==> config.mk <==
export PLATFORM = sky130hd
export DESIGN_NAME = register_file_wb
export DESIGN_NICKNAME = d
export VERILOG_FILES = /design/src/rtl/register_file_wb_pkg.sv /design/src/rtl/register_file_wb_read_port.sv /design/src/rtl/register_file_wb.sv
export SDC_FILE = /design/constraint.sdc
export NUM_CORES = 2
export LEC_CHECK = 0
export ABC_CLOCK_PERIOD_IN_PS = 69600
export CELL_PAD_IN_SITES_DETAIL_PLACEMENT = 0
export CELL_PAD_IN_SITES_GLOBAL_PLACEMENT = 1
export CORE_MARGIN = 8
export CORE_UTILIZATION = 55
export DETAILED_ROUTE_END_ITERATION = 7
export HOLD_SLACK_MARGIN = 0.06
export PLACE_DENSITY_LB_ADDON = 0.1
export SYNTH_ARGS = -nofsm -noshare
export SYNTH_HDL_FRONTEND = slang
export SYNTH_SLANG_ARGS = --single-unit
export TNS_END_PERCENT = 50
==> constraint.sdc <==
create_clock -name clock -period 69.6 [get_ports clock]
set_input_delay 13.92 -clock clock [delete_from_list [all_inputs] [get_ports clock]]
set_output_delay 13.92 -clock clock [all_outputs]
set_load 0.1 [all_outputs]
==> src/rtl/register_file_wb_pkg.sv <==
// ---------------------------------------------------------------------------
// JZJCoreFTypes
// Shared types for the integer register file and its write-back path.
//   XLEN               : datapath width (32)
//   RegisterIndex_t    : 5-bit architectural register index (x0..x31)
//   RegFileWritePort_t : {data, address, writeEnable} bundle for one write
//   ZERO_REGISTER      : index of the hard-wired zero register x0
// ---------------------------------------------------------------------------
package JZJCoreFTypes;

  localparam int XLEN = 32;

  typedef logic [4:0] RegisterIndex_t;

  localparam RegisterIndex_t ZERO_REGISTER = 5'd0;

  typedef struct packed {
    logic [XLEN-1:0] data;
    RegisterIndex_t  address;
    logic            writeEnable;
  } RegFileWritePort_t;

endpackage

==> src/rtl/register_file_wb_read_port.sv <==
// ---------------------------------------------------------------------------
// register_file_read_port
// One combinational read port of the register file.  It resolves x0, a read
// of the register that has an uncommitted write in staging, and a plain array
// read.
// Build option: REG_FILE_BYPASS_EN
//   defined   : the staged data is forwarded, hazard_o is always 0
//   undefined : the stale array word is returned and hazard_o asserts
// Ports:
//   address_i         read index
//   array_word_i      array contents at address_i
//   pending_valid_i   staging register holds an uncommitted write
//   pending_address_i staging destination index
//   pending_data_i    staging write data
//   data_o            read data
//   hazard_o          read depends on an uncommitted write (no-bypass build)
// ---------------------------------------------------------------------------
module register_file_read_port
  import JZJCoreFTypes::*;
(
  input  logic [4:0]  address_i,
  input  logic [31:0] array_word_i,
  input  logic        pending_valid_i,
  input  logic [4:0]  pending_address_i,
  input  logic [31:0] pending_data_i,
  output logic [31:0] data_o,
  output logic        hazard_o
);

  logic pending_hit;

  assign pending_hit = pending_valid_i && (address_i == pending_address_i);

`ifndef REG_FILE_BYPASS_EN
  // Staged data is never forwarded in this build.
  logic unused_pending_data;
  assign unused_pending_data = ^pending_data_i;
`endif

  always_comb begin
    data_o   = array_word_i;
    hazard_o = 1'b0;
    if (address_i == ZERO_REGISTER) begin
      data_o = '0;
    end else if (pending_hit) begin
`ifdef REG_FILE_BYPASS_EN
      data_o = pending_data_i;
`else
      // Array still holds the old value; the consumer must stall a cycle.
      hazard_o = 1'b1;
`endif
    end
  end

endmodule

==> src/rtl/register_file_wb.sv <==
// ---------------------------------------------------------------------------
// register_file_wb
// Integer register file x0..x31 with a one-entry write-back staging register.
// A write is captured into staging on one edge and committed to the array on
// the following edge; two read ports resolve x0, staged data and array data.
// Build option: REG_FILE_BYPASS_EN (forward staged data instead of flagging a
// hazard, see register_file_read_port).
// Ports:
//   clock, reset          core clock, asynchronous active-high reset
//   rd, rdAddress         write-back data and destination index
//   rdWriteEnable         capture rd/rdAddress on this edge
//   rs1Address/rs2Address read indices
//   rs1/rs2               read data (combinational)
//   rs1Hazard/rs2Hazard   read targets an uncommitted write
//   pendingValid          staging register holds an uncommitted write
// ---------------------------------------------------------------------------
module register_file_wb
  import JZJCoreFTypes::*;
(
  input  logic        clock,
  input  logic        reset,
  input  logic [31:0] rd,
  input  logic [4:0]  rdAddress,
  input  logic        rdWriteEnable,
  input  logic [4:0]  rs1Address,
  input  logic [4:0]  rs2Address,
  output logic [31:0] rs1,
  output logic [31:0] rs2,
  output logic        rs1Hazard,
  output logic        rs2Hazard,
  output logic        pendingValid
);

  RegFileWritePort_t write_port;
  // Staging entry; its writeEnable field doubles as pendingValid.
  RegFileWritePort_t pending_q;
  RegFileWritePort_t pending_d;

  logic [31:0] regs_q     [1:31];
  logic [31:0] read_words [0:31];

  assign write_port = '{data: rd, address: rdAddress, writeEnable: rdWriteEnable};

  // Capture replaces the staged entry (the old one commits on the same edge);
  // otherwise the entry is retired. Writes to x0 are dropped here.
  always_comb begin
    pending_d             = pending_q;
    pending_d.writeEnable = 1'b0;
    if (write_port.writeEnable && (write_port.address != ZERO_REGISTER)) begin
      pending_d = write_port;
    end
  end

  always_ff @(posedge clock or posedge reset) begin
    if (reset) begin
      pending_q <= '0;
    end else begin
      pending_q <= pending_d;
    end
  end

  // x0 has no storage; its read word is a constant zero.
  assign read_words[0] = '0;

  for (genvar gi = 1; gi < 32; gi++) begin : g_regs
    always_ff @(posedge clock or posedge reset) begin
      if (reset) begin
        regs_q[gi] <= '0;
      end else if (pending_q.writeEnable && (pending_q.address == 5'(gi))) begin
        regs_q[gi] <= pending_q.data;
      end
    end
    assign read_words[gi] = regs_q[gi];
  end

  register_file_read_port u_rs1_port (
    .address_i        (rs1Address),
    .array_word_i     (read_words[rs1Address]),
    .pending_valid_i  (pending_q.writeEnable),
    .pending_address_i(pending_q.address),
    .pending_data_i   (pending_q.data),
    .data_o           (rs1),
    .hazard_o         (rs1Hazard)
  );

  register_file_read_port u_rs2_port (
    .address_i        (rs2Address),
    .array_word_i     (read_words[rs2Address]),
    .pending_valid_i  (pending_q.writeEnable),
    .pending_address_i(pending_q.address),
    .pending_data_i   (pending_q.data),
    .data_o           (rs2),
    .hazard_o         (rs2Hazard)
  );

  assign pendingValid = pending_q.writeEnable;

endmodule

==> flow_metrics.env <==
export IMPL_final_min_clock_period_ns=33.84
export IMPL_critical_path_required_ns=55.68
export IMPL_io_pins=117
export IMPL_antenna_violations_before_repair=3
export IMPL_ir_drop_v=0.00002125
export IMPL_multiInputGateArea_um2=27240
export IMPL_area_growth_pct=9.524
export IMPL_synth_top_area_share_pct=46.70
export IMPL_ctsResizeCount=0
export IMPL_postSynthRegisterBits=1030
export IMPL_gpl_final_weighted_congestion=0.8162
export IMPL_synth_top_flop_cell="dfrtp_1"
export IMPL_grt_first_pass_wirelength_um=259000
export IMPL_drt_iter0_markers=3772
export IMPL_worst_setup_ep_type="output port"
export IMPL_seqCellArea_um2=25770
export IMPL_setup_worst_path_class="input pin to output port"
export IMPL_leak_pwr_nw=27.54
export IMPL_cap_viol_max_count=0
export IMPL_cts_buffers_inserted=113
export IMPL_power_share_clock_pct=32.0
export IMPL_route_antenna_remaining_nets=0
export IMPL_post_synth_most_frequent_cells="1056 x mux2_2, 1030 x dfrtp_1, 496 x mux2i_1"
export IMPL_gr_ovfl_total=0
export IMPL_postcts_setup_bufs=0
export IMPL_report_final_setup_viol=0
export IMPL_final_layout_size_suffix_gt1_share_pct=39.46
export IMPL_clock_tree_buffer_depth=3
export IMPL_slew_limit_headroom_pct=21.37
export IMPL_crit_start="rs2Address[0]"
export IMPL_timing_final_max_slew_violations=0
export IMPL_final_util_pct=60.53
export IMPL_timing_critical_path_fanout_max=91
export IMPL_global_route_usage_total_pct=30.76
export IMPL_fin_worst_skew_ns=0.02159
export IMPL_hold_path_class="register to register"
export IMPL_synth_area_leader_cell="dfrtp_1"
export IMPL_library_cell_used_as_clock_root_buffer="clkbuf_16"
export IMPL_fin_setup_tns_ns=0
export IMPL_worst_skew_pair_late_latency_ns=0.70
export IMPL_route_detailed_wl_per_inst_um=32.41
export IMPL_syn_area_um2=55190
export IMPL_post_route_period_util_pct=48.62
export IMPL_cp_endpoint="rs2[20]"
export IMPL_fp_coreArea_um2=99860
export IMPL_grt_pass1_vias=38638
export IMPL_io_buffer_count=116
export IMPL_number_of_cells_on_the_worst_reg_to_reg_path=4
export IMPL_cts_tree="yes"
export IMPL_crit_reg2reg_capture="read_words[178]$_DFFE_PP0P_"
export IMPL_filler_cell_count=7603
export IMPL_async_flop_share_pct=100.0
export IMPL_avgViaCountPerCell=6.918
export IMPL_synth_area_per_cell_um2=13.52
export IMPL_timing_critical_path_from_type="input pin"
export IMPL_power_density_nw_per_um2=33.14
export IMPL_postRouteWirelength_um=173800
export IMPL_clk_pin_slew_worst_paths_ns=0.06
export IMPL_h_tree_depth=3
export IMPL_post_cts_hold_buffer_count=0
export IMPL_placement_row_count=116
export IMPL_die_height_um=332.8
export IMPL_layoutNonFillerInstCount=5363
export IMPL_comb_power_share_pct=23.7
export IMPL_seqPwrFrac_pct=44.3
export IMPL_die_area_um2=110700
export IMPL_timing_critical_path_arrival_ns=19.92
export IMPL_outcome="complete, no violations"
export IMPL_synthesis_yosys_warnings=0
export IMPL_synth_edf_count=0
export IMPL_drt_drc=0
export IMPL_finalNetCount=4017
export IMPL_ys_seq_area_share_pct=46.70
export IMPL_timing_fmax_mhz=29.55
export IMPL_reg2reg_from="pending_q[2]$_DFFE_PP0P_"
export IMPL_top_cells_by_area_in_the_synthesized_netlist="dfrtp_1 47%, mux2_2 22%, mux2i_1 9.0%, mux4_2 8.4%, o22ai_1 2.6%"
export IMPL_initial_core_util_pct=55.27
export IMPL_r2r_setup_slack_ns=66.38
export IMPL_p_int_mw=1.398
export IMPL_chipWidth_um=332.8
export IMPL_cts_sinks=1030
export IMPL_rsz0062_at_grt="no"
export IMPL_drt_pre_antenna_iters=6
export IMPL_hpwlAfterDp_um=97330
export IMPL_vias=37103
export IMPL_diodes=0
export IMPL_dpl_cell_count=5150
export IMPL_p_sw_mw=0.6050
export IMPL_unique_masters_post_synth=55
export IMPL_final_hold_violation_count=0
export IMPL_yosysMostFrequentCell="mux2_2"
export IMPL_grt_max_degree=176
export IMPL_post_synth_inst_count=4082
export IMPL_worst_slew_pin_slew_ns=1.170
export IMPL_syn_num_nets=4132
export IMPL_power_switching_fraction_pct=30.20
-- sequential cells by signal (all words and copies together), names as in the netlist --
register and cells:
pendingValid 1, pending_q 37, read_words 992
-- kinds of logic (layout without fill, tap and decap cells) --
logic type,count (synthesis),count (layout),share of synthesized area (%)
buffers and inverters,428,411,4.446
XOR/XNOR,8,8,0.1270
AND/OR/NAND/NOR,376,376,3.256
flip-flops,1030,1030,46.70
multiplexers,1784,1784,39.66
AO/OA/AOI/OAI,456,456,5.806
-- power by group through the flow --
stage / clock network, mW / registers [mW] / logic [mW]
final: 0.640 / 0.887 / 0.476
after global routing: 0.673 / 0.906 / 0.507
after CTS: 0.649 / 0.881 / 0.477
after detailed placement: 0 / 0.891 / 0.475
after global placement: 0 / 0.874 / 0.460
after floorplan: 0 / 0.840 / 0.402
-- metrics by stage --
step	cell area (um2)	total power, mW	hold WS (ns)	setup slack [ns]
2_1_floorplan	55190	1.242	0.4766	26.69
3_3_place_gp	56450	1.334	0.4889	35.95
3_5_place_dp	56450	1.366	0.5105	35.91
4_1_cts	60450	2.007	0.5222	35.88
5_1_grt	60450	2.086	0.5399	35.62
6_report	60450	2.003	0.5241	35.76
-- worst min path at each step --
stage / slack (ns) / cells past startpoint / to / start
global route: 0.54 / 1 / read_words[911]$_DFFE_PP0P_ / read_words[911]$_DFFE_PP0P_
global placement: 0.49 / 1 / read_words[610]$_DFFE_PP0P_ / read_words[610]$_DFFE_PP0P_
CTS: 0.52 / 1 / read_words[793]$_DFFE_PP0P_ / read_words[793]$_DFFE_PP0P_
detailed placement: 0.51 / 1 / read_words[793]$_DFFE_PP0P_ / read_words[793]$_DFFE_PP0P_
floorplan: 0.48 / 1 / read_words[610]$_DFFE_PP0P_ / read_words[610]$_DFFE_PP0P_
finish: 0.52 / 1 / read_words[903]$_DFFE_PP0P_ / read_words[903]$_DFFE_PP0P_
-- layout make-up --
type                    count  area share, %
clock inverters            39         0.9315
well taps                1298          2.687
multi-input cells        2624          45.06
clock buffers             174          5.678
inverters                   2        0.02484
repair buffers            196          2.979
flip-flops and latches   1030          42.64
-- routing by layer --
metal	GRT usage, %	vias to the layer above	share of wire (%)
met5	0.7813	-	0.068
met4	12.30	2	4.0
met3	5.431	429	7.5
met2	49.82	1742	48
met1	41.21	19670	41
li1	-	15260	-
-- worst max-delay path, cell delays in order --
cell             delay [ns]
buf_8                  0.68
buf_4                  0.75
buf_4                  0.93
buf_4                  0.93
mux2i_1                0.20
o22ai_1                0.17
or3_1                  0.13
o31ai_1                0.12
a221oi_1               0.50
clkdlybuf4s50_1        1.25
-- layout by cell type (no fill, tap or decap), types with 22 or more instances in the layout --
master / Yosys / layout
clkbuf_8: 5 / 30
nor2_1: 58 / 44
nor3_1: 82 / 82
dfrtp_1: 1030 / 1030
clkbuf_16: 0 / 117
o31ai_1: 22 / 22
a21oi_1: 57 / 57
a211o_1: 22 / 22
clkbuf_1: 153 / 28
a221oi_1: 76 / 76
o22ai_1: 225 / 225
nand2_1: 141 / 126
clkdlybuf4s50_1: 0 / 110
mux4_2: 206 / 206
mux2i_1: 496 / 496
or3_1: 25 / 22
buf_4: 51 / 80
mux2_2: 1056 / 1056
a22oi_1: 24 / 24
(Power assumes the default switching activity.)
